File: config.mk
export PLATFORM = sky130hd
export DESIGN_NAME = div_radix2_flat
export DESIGN_NICKNAME = d
export VERILOG_FILES = /design/src/rtl/div_radix2_if.sv /design/src/rtl/div_radix2.sv /design/src/flat_wrapper.sv
export SDC_FILE = /design/constraint.sdc
export NUM_CORES = 1
export LEC_CHECK = 0
export ABC_AREA = 1
export CORE_AREA = 5 5 167 169
export DETAILED_ROUTE_END_ITERATION = 8
export DIE_AREA = 0 0 172 174
export GPL_TIMING_DRIVEN = 0
export PLACE_DENSITY = 0.71
export SLEW_MARGIN = 10
export SYNTH_ARGS = -nofsm -noshare
export SYNTH_HDL_FRONTEND = slang
export SYNTH_SLANG_ARGS = --single-unit
File: constraint.sdc
create_clock -name clk -period 4.8 [get_ports clk]
set_input_delay 0.48 -clock clk [delete_from_list [all_inputs] [get_ports clk]]
set_output_delay 0.48 -clock clk [all_outputs]
set_load 0.01 [all_outputs]
File: src/rtl/div_radix2_if.sv
// Operand/handshake bundle between the EX stage (master) and the radix-2 divider (slave).
interface div_radix2_if #(parameter int WIDTH = 32);
   logic               start;
   logic               signed_div;
   logic [WIDTH-1:0]   opa;
   logic [WIDTH-1:0]   opb;
   logic               hold;
   logic               annul;
   logic               ready;
   logic               busy;
   logic [2*WIDTH-1:0] result;

   modport master (
      output start, signed_div, opa, opb, hold, annul,
      input  ready, busy, result
   );

   modport slave (
      input  start, signed_div, opa, opb, hold, annul,
      output ready, busy, result
   );
endinterface

File: src/rtl/div_radix2.sv
// Restoring radix-2 DIV/DIVU unit, one quotient bit per cycle, result = {remainder, quotient}.
// Optional DIV_ZERO_FAST_EN: a zero divisor skips the iterations and finishes the cycle after start.
module div_radix2 #(
   parameter int WIDTH = 32
) (
   input logic        clk,
   input logic        resetn,
   div_radix2_if.slave bus
);

   localparam int CW = $clog2(WIDTH) + 1;

   typedef enum logic [1:0] {IDLE, BUSY, DONE} stateType;

   stateType           state;
   stateType           nextState;
   logic [WIDTH-1:0]   divisor;
   logic [WIDTH-1:0]   rem;
   logic [WIDTH-1:0]   dvdQuot;
   logic [CW-1:0]      cnt;
   logic               isSigned;
   logic               negQuot;
   logic               negRem;
   logic               divZero;
   logic [2*WIDTH-1:0] result;

   logic               startAccept;
   logic               opbZero;
   logic               fastZero;
   logic               lastIter;
   logic [WIDTH-1:0]   opaMag;
   logic [WIDTH-1:0]   opbMag;
   logic [WIDTH:0]     shifted;
   logic [WIDTH:0]     diff;
   logic [WIDTH-1:0]   remNext;
   logic [WIDTH-1:0]   dvdQuotNext;
   logic [WIDTH-1:0]   quotFinal;
   logic [WIDTH-1:0]   remFinal;

   assign startAccept = (state == IDLE) && bus.start && !bus.annul;
   assign opbZero     = (bus.opb == '0);
   assign lastIter    = (state == BUSY) && (cnt == CW'(WIDTH - 1));

`ifdef DIV_ZERO_FAST_EN
   assign fastZero = startAccept && opbZero;
`else
   assign fastZero = 1'b0;
`endif

   assign opaMag = (bus.signed_div && bus.opa[WIDTH-1]) ? -bus.opa : bus.opa;
   assign opbMag = (bus.signed_div && bus.opb[WIDTH-1]) ? -bus.opb : bus.opb;

   // The dividend shifts out of the top of dvdQuot while quotient bits enter at the bottom,
   // so after WIDTH iterations the register holds the unsigned quotient.
   assign shifted     = {rem, dvdQuot[WIDTH-1]};
   assign diff        = shifted - {1'b0, divisor};
   assign remNext     = diff[WIDTH] ? shifted[WIDTH-1:0] : diff[WIDTH-1:0];
   assign dvdQuotNext = {dvdQuot[WIDTH-2:0], ~diff[WIDTH]};

   // A zero divisor leaves |opa| as remainder, so the sign fix-up already restores opa.
   assign quotFinal = divZero ? {WIDTH{1'b1}}
                    : ((isSigned && negQuot) ? -dvdQuotNext : dvdQuotNext);
   assign remFinal  = (isSigned && negRem) ? -remNext : remNext;

   // State register.
   always_ff @(posedge clk or negedge resetn) begin
      if (!resetn) begin
         state <= IDLE;
      end else begin
         state <= nextState;
      end
   end

   // Next-state logic; annul overrides every other transition.
   always_comb begin
      nextState = state;
      case (state)
         IDLE: begin
            if (startAccept) begin
               nextState = fastZero ? DONE : BUSY;
            end
         end
         BUSY: begin
            if (lastIter) begin
               nextState = DONE;
            end
         end
         DONE: begin
            if (!bus.hold) begin
               nextState = IDLE;
            end
         end
         default: nextState = IDLE;
      endcase
      if (bus.annul) begin
         nextState = IDLE;
      end
   end

   // Operand capture, iteration and result write; an annulled cycle changes nothing here.
   always_ff @(posedge clk or negedge resetn) begin
      if (!resetn) begin
         divisor  <= '0;
         rem      <= '0;
         dvdQuot  <= '0;
         cnt      <= '0;
         isSigned <= 1'b0;
         negQuot  <= 1'b0;
         negRem   <= 1'b0;
         divZero  <= 1'b0;
         result   <= '0;
      end else if (!bus.annul) begin
         if (startAccept) begin
            divisor  <= opbMag;
            dvdQuot  <= opaMag;
            rem      <= '0;
            cnt      <= '0;
            isSigned <= bus.signed_div;
            negQuot  <= bus.opa[WIDTH-1] ^ bus.opb[WIDTH-1];
            negRem   <= bus.opa[WIDTH-1];
            divZero  <= opbZero;
            if (fastZero) begin
               result <= {bus.opa, {WIDTH{1'b1}}};
            end
         end else if (state == BUSY) begin
            rem     <= remNext;
            dvdQuot <= dvdQuotNext;
            cnt     <= cnt + CW'(1);
            if (lastIter) begin
               result <= {remFinal, quotFinal};
            end
         end
      end
   end

   assign bus.ready  = (state == DONE);
   assign bus.busy   = (state == BUSY);
   assign bus.result = result;

endmodule

File: src/flat_wrapper.sv
// flat-port wrapper written by rule: the top's interface ports become plain ports
module div_radix2_flat 
#(
   parameter int WIDTH = 32
)
  (clk, resetn, bus_start, bus_signed_div, bus_opa, bus_opb, bus_hold, bus_annul, bus_ready, bus_busy, bus_result);
  div_radix2_if #(.WIDTH(WIDTH)) bus_i ();
  input logic clk;
  input logic resetn;
  input wire logic [$bits(bus_i.start)-1:0] bus_start;
  input wire logic [$bits(bus_i.signed_div)-1:0] bus_signed_div;
  input wire logic [$bits(bus_i.opa)-1:0] bus_opa;
  input wire logic [$bits(bus_i.opb)-1:0] bus_opb;
  input wire logic [$bits(bus_i.hold)-1:0] bus_hold;
  input wire logic [$bits(bus_i.annul)-1:0] bus_annul;
  output wire logic [$bits(bus_i.ready)-1:0] bus_ready;
  output wire logic [$bits(bus_i.busy)-1:0] bus_busy;
  output wire logic [$bits(bus_i.result)-1:0] bus_result;
  assign bus_i.start = bus_start;
  assign bus_i.signed_div = bus_signed_div;
  assign bus_i.opa = bus_opa;
  assign bus_i.opb = bus_opb;
  assign bus_i.hold = bus_hold;
  assign bus_i.annul = bus_annul;
  assign bus_ready = bus_i.ready;
  assign bus_busy = bus_i.busy;
  assign bus_result = bus_i.result;
  div_radix2 #(.WIDTH(WIDTH)) u_core (.clk(clk), .resetn(resetn), .bus(bus_i));
endmodule
* Word level (Yosys, flattened, before mapping)
Index checks and enable logic that the tools add are counted.
** Storage, ports and cells
- Word-level logic and storage cells :: 58
- Output and inout bits :: 66
- Input port bits :: 70
- Register bits :: 172
** Cells by class
- Add/subtract/negate cells :: 6
- Eq/ne operators :: 6
- Bitwise gates (word level) :: 4
- Reductions and logical operators :: 15
- Mux-type cells :: 17
** Operator list (count)
- 2-to-1 mux 32 bit :: 10
- negator 32 bit :: 4
- subtractor 33 x 32 -> 33 bit :: 1
- zero test 32 bit :: 1
- 2-to-1 mux 6 bit :: 2
- 2-to-1 mux 2 bit :: 4
- logical AND 1 bit :: 7
- adder 6 x 1 -> 6 bit, second input constant :: 1
- == test 6 x 5 -> 1 bit, second input constant :: 1
- != test 3 x 2 -> 1 bit, second input constant :: 2
- case mux 2 bit (3 select lines) :: 1
- AND reduction 2 bit :: 2
- AND reduction 4 bit :: 1
- != test 3 bit, second input constant :: 1
- NOT 1 bit :: 3
- AND reduction 3 bit :: 1
- == test 2 x 1 -> 1 bit, second input constant :: 1
- == test 2 bit, second input constant :: 1
- zero test 2 bit :: 1
- nonzero test 2 bit :: 1
- zero test 1 bit :: 1
- bitwise XOR 1 bit :: 1

* Depth between registers and ports, before layout
Gate-level depths: netlist of run 1.
- Word-level depth :: 6
- Depth in mapped cells :: 30
- Gate-level depth less buffers :: 28

* Worst setup path after synthesis of run 1
OpenSTA, ideal clock, no wires.
- Kind :: register to register
- Start point :: register u_core.dvdQuot[31]
- End point :: register u_core.result[30], in the netlist u_core.bus.result[30]
- Clock period less this slack :: 3795 ps
- Library setup time :: 65 ps
- Data required time :: 4735 ps
- Setup slack :: 1005 ps
- Arrival :: 3730 ps
- Path buffers :: 2
- Stages on the path, launching flop included :: 31
- Cell sequence :: dfrtp_1 -> inv_1 -> ha_1 -> fa_1 -> inv_1 -> nand2_1 -> nand2_1 -> nand3_1 -> nand2_1 -> nand2_1 -> nand2_2 -> nand2_4 -> nand2_4 -> nand2_4 -> nand2_4 -> buf_12 -> buf_6 -> ha_1 -> nand4_1 -> nor3_1 -> nand3_1 -> nor3_1 -> nand2_1 -> nand2_1 -> nand2_1 -> a21oi_1 -> o21ai_0 -> nor2_1 -> xor2_1 -> o22ai_1 -> inv_1
** Between the ends
- Cells in the longest elaborated chain, start to end :: 5
** Ends and longest elaborated chain
- start: declaration :: RTL line div_radix2.sv:19 : logic [WIDTH-1:0] dvdQuot;
- start signal: assignment :: RTL line div_radix2.sv:115 : dvdQuot <= opaMag;
- start signal: assignment :: RTL line div_radix2.sv:127 : dvdQuot <= dvdQuotNext;
- subtractor 33 x 32 -> 33 bit :: RTL line div_radix2.sv:56 : assign diff = shifted - {1'b0, divisor};
- NOT 1 bit :: RTL line div_radix2.sv:58 : assign dvdQuotNext = {dvdQuot[WIDTH-2:0], ~diff[WIDTH]};
- negator 32 bit :: RTL line div_radix2.sv:62 : : ((isSigned && negQuot) ? -dvdQuotNext : dvdQuotNext);
- 2-to-1 mux 32 bit :: RTL line div_radix2.sv:62
- 2-to-1 mux 32 bit :: RTL line div_radix2.sv:61 : assign quotFinal = divZero ? {WIDTH{1'b1}}
- end signal: assignment :: RTL line div_radix2.sv:123 : result <= {bus.opa, {WIDTH{1'b1}}};
- end signal: assignment :: RTL line div_radix2.sv:130 : result <= {remFinal, quotFinal};
- end: declaration :: RTL line div_radix2.sv:25 : logic [2*WIDTH-1:0] result;
Every way passes these cells.
A chain may end at the register's enable or synchronous reset.

* Final worst setup path of run 1
- Start point :: register u_core.dvdQuot[31]
- End point :: register u_core.result[28], in the netlist u_core.bus.result[28]
Same word-level chain as after synthesis.

==> metrics.txt, run 1 <==
outcome completed; Bufs and invs on worst path 4; Detailed Place HPWL 34700 um; Via Count 13358; commonest non-fill, non-tap cell in the layout nand2_1; slew of the pin with the lowest slew margin ~930 ps; synth unique cells 50; min cycle time layout about 4400 ps; syn avg cell area roughly 6.7 um2; Mapped Nets a little over 2000; post-CTS setup buffer count 0; fin crit share between 90% and 100%; Cell Rows 60; top_reg_cell synth dfrtp_1; CTS root buffer clkbuf_16; Pint between 4 and 5 mW; Hold Vio Cnt, Final 0; Initial DRT Pass Iterations 6; sw power ~5.2 mW; critical path class reg2reg; post-route ant nets 0; hold buffer count at cts 0; CP max stage cell fa_1; CTS resizes 0; antenna violations before repair 1; peak supply drop approximately 0.0004 V; final worst slack 377 ps; area grow syn2layout 19.0%; clk_skew approximately 21 ps; GP Congestion between 0.9 and 1; maximum clock path buffer count 2; Worst path max stage delay approximately 410 ps; Worst-Skew Late Latency 450 ps; Sw Share 53.7%; dpl cells 2393; Crit path max-delay family simple AND/OR/NAND/NOR gates; most frequent cells in the layout nand2_1, inv_1, dfrtp_1; max-cap viol count 0; flop2flop setup slack between 300 and 400 ps; Syn Std Cell Area ~13000 um2; crit path DAT between 4000 and 5000 ps; CP Data Required Time around 5200 ps; worst hold slack roughly 33 ps; EDFF count, synth 0; pwr/cell area 638 nW/um2; H-tree Lvls 4; final wirelength between 40000 and 50000 um; layout cell share with drive strength beyond 1 under 10%; Core Region between 20000 and 30000 um2; Pins Over Slew Limit 0; Yosys warnings 0; IO buf count about 140; Mapped Cells about 1900; ys async rst share 100%; CP most frequent cell nand2_1; worst hold path type in2async; Tot GR Track Use ~29%; Seq pwr share a little over 20%; RSZ-0062 raised after global routing no; Pleak between 7 and 8 nW; vias in the first global route 12639; number of setup violations in the final report 0; Reg clk slew, reported paths approximately 70 ps; CP endpoint kind flop; worst slack, placed slightly below 300 ps; first-pass GRT wire length roughly 70000 um; largest net degree at the start of global routing 91; # diodes 0; Residual DRC 0; Seq/Total Area, Yosys roughly 33%; upper clock frequency limit roughly 0.23 GHz; Vias/cell between 5 and 6; Worst Setup Start Kind flop; # IOs approximately 140; Die Ht around 170 um; Yosys reg bits between 150 and 200; grt ovf 0; Initial Util roughly half; Clk pwr share between 15 and 20%; clk sinks between 150 and 200; First DRT Iteration DRCs 1511; Num CTS Buffers 17; Die ar. between 20000 and 30000 um2; Tot Pwr 9.78 mW; non-filler cells, final 2425; routed len/inst around 18 um; # nets final ~2200; CTS tree built; relative slew slack a little under two fifths; Die Wd 172 um; combinational power share about 65%; Crit Path Max Fanout 10
kinds of logic (layout without fill, tap and decap cells):
family | Yosys count | count (layout) | share of synthesized area [%]
AO/OA/AOI/OAI | 298 | 298 | 14.0
XOR/XNOR | 76 | 76 | 5.17
adder cells (fa/ha/maj) | 38 | 38 | 3.75
buffers and inverters | 340 | 508 | 10.4
flip-flops | 172 | 172 | 33.4
AND/OR/NAND/NOR | 992 | 992 | 33.3
synth_stat cells, drive strengths merged (3+ instances only):
cell type  count  share of area (%)
nor2         171                5.3
ha            37                3.6
o31ai          3               0.17
o211ai         6               0.35
or2            4               0.19
xor2          51                3.5
inv          283                8.2
o21ai        132                5.4
o22ai         40                1.9
o221ai        27                1.8
a31oi          5               0.24
nand2        603                 19
buf           18                1.0
clkinv         3              0.087
o41ai          3               0.20
nor4           8               0.39
o21a           5               0.29
o21bai         8               0.47
nand3        137                5.6
a2bb2oi        3               0.20
xnor2         25                1.7
clkbuf        36                1.0
nor3          36                1.5
nand3b         6               0.35
a21oi         60                2.5
nand4         25                1.2
dfrtp        172                 33
through the flow:
stage                     utilization (%)  instance area, um2  TNS [ps]
final                                58.0               15300         0
after global routing                 58.0               15300         0
after CTS                            57.9               15300         0
after detailed placement             55.6               14700         0
after global placement               55.5               14700   -700550
after floorplan                         -               12900         0
registers in the layout, indices dropped and copies added, names as in the netlist, 2 cells and up:
register and flops:
u_core.bus.result 64, u_core.cnt 6, u_core.divisor 32, u_core.dvdQuot 32
u_core.rem 32, u_core.state 2
final timing paths:
kind | end | depth (start not counted) | start
worst max-delay path | u_core.bus.result[28]$_DFFE_PN0P_ | 28 | u_core.dvdQuot[31]$_DFFE_PN0P_
worst min-delay path | u_core.divisor[22]$_DFFE_PN0P_ | 1 | resetn
worst max register to register | u_core.bus.result[28]$_DFFE_PN0P_ | 28 | u_core.dvdQuot[31]$_DFFE_PN0P_
worst min register to register | u_core.bus.result[60]$_DFFE_PN0P_ | 2 | u_core.bus.result[60]$_DFFE_PN0P_
max in group asynchronous | u_core.divisor[31]$_DFFE_PN0P_ | 2 | resetn
min in group clk | u_core.bus.result[60]$_DFFE_PN0P_ | 2 | u_core.bus.result[60]$_DFFE_PN0P_
worst register-to-register path: cells and delay by family, from the launching register on:
kind,cells,cell delay [ps]
XOR/XNOR,1,180
adder cells (fa/ha/maj),3,860
flip-flops,1,330
AO/OA/AOI/OAI,3,650
buffers and inverters,4,520
AND/OR/NAND/NOR,17,1810
cell type report:
type                            instances  area (um2)
Timing Repair Buffer                  136        1380
Tap cell                              341         427
Inverter                              286        1070
Clock inverter                         15         193
Multi-Input combinational cell       1404        7250
Clock buffer                           17         425
Fill cell                            2577       11100
Sequential cell                       172        4300
Buffer                                 54         267
layer usage:
metal  vias up  track usage, %  share of wire, %
met5         -               0             0.032
met2       551            46.0                46
met3       100            5.07               7.9
met4         2            10.4               3.6
met1      6217            39.7                42
li1       6488               -                 -
power groups by stage:
stage	Combinational (mW)	Sequential, mW	Clock [mW]
CTS	6.23	1.97	1.50
global route	7.00	2.00	1.56
global placement	6.14	1.98	0
detailed placement	6.19	1.99	0
finish	6.32	1.97	1.49
floorplan	4.57	1.89	0
(Power assumes the default switching activity.)
==> run 2: changes to the inputs <==
--- a/config.mk
+++ b/config.mk
@@ -7,6 +7,7 @@
 export LEC_CHECK = 0
 export ABC_AREA = 1
 export CORE_AREA = 5 5 167 169
+export CTS_BUF_LIST = sky130_fd_sc_hd__clkbuf_4 sky130_fd_sc_hd__clkbuf_8 sky130_fd_sc_hd__clkbuf_16
 export DETAILED_ROUTE_END_ITERATION = 8
 export DIE_AREA = 0 0 172 174
 export GPL_TIMING_DRIVEN = 0
==> results of run 2 <==
No change in the layout: final DEF, timing and power equal those of run 1.
==> run 3: changes to the inputs <==
--- a/config.mk
+++ b/config.mk
@@ -6,6 +6,7 @@
 export NUM_CORES = 1
 export LEC_CHECK = 0
 export ABC_AREA = 1
+export ABC_CLOCK_PERIOD_IN_PS = 4800
 export CORE_AREA = 5 5 167 169
 export CTS_BUF_LIST = sky130_fd_sc_hd__clkbuf_4 sky130_fd_sc_hd__clkbuf_8 sky130_fd_sc_hd__clkbuf_16
 export DETAILED_ROUTE_END_ITERATION = 8
==> results of run 3 <==
No change in the layout: final DEF, timing and power equal those of run 1.
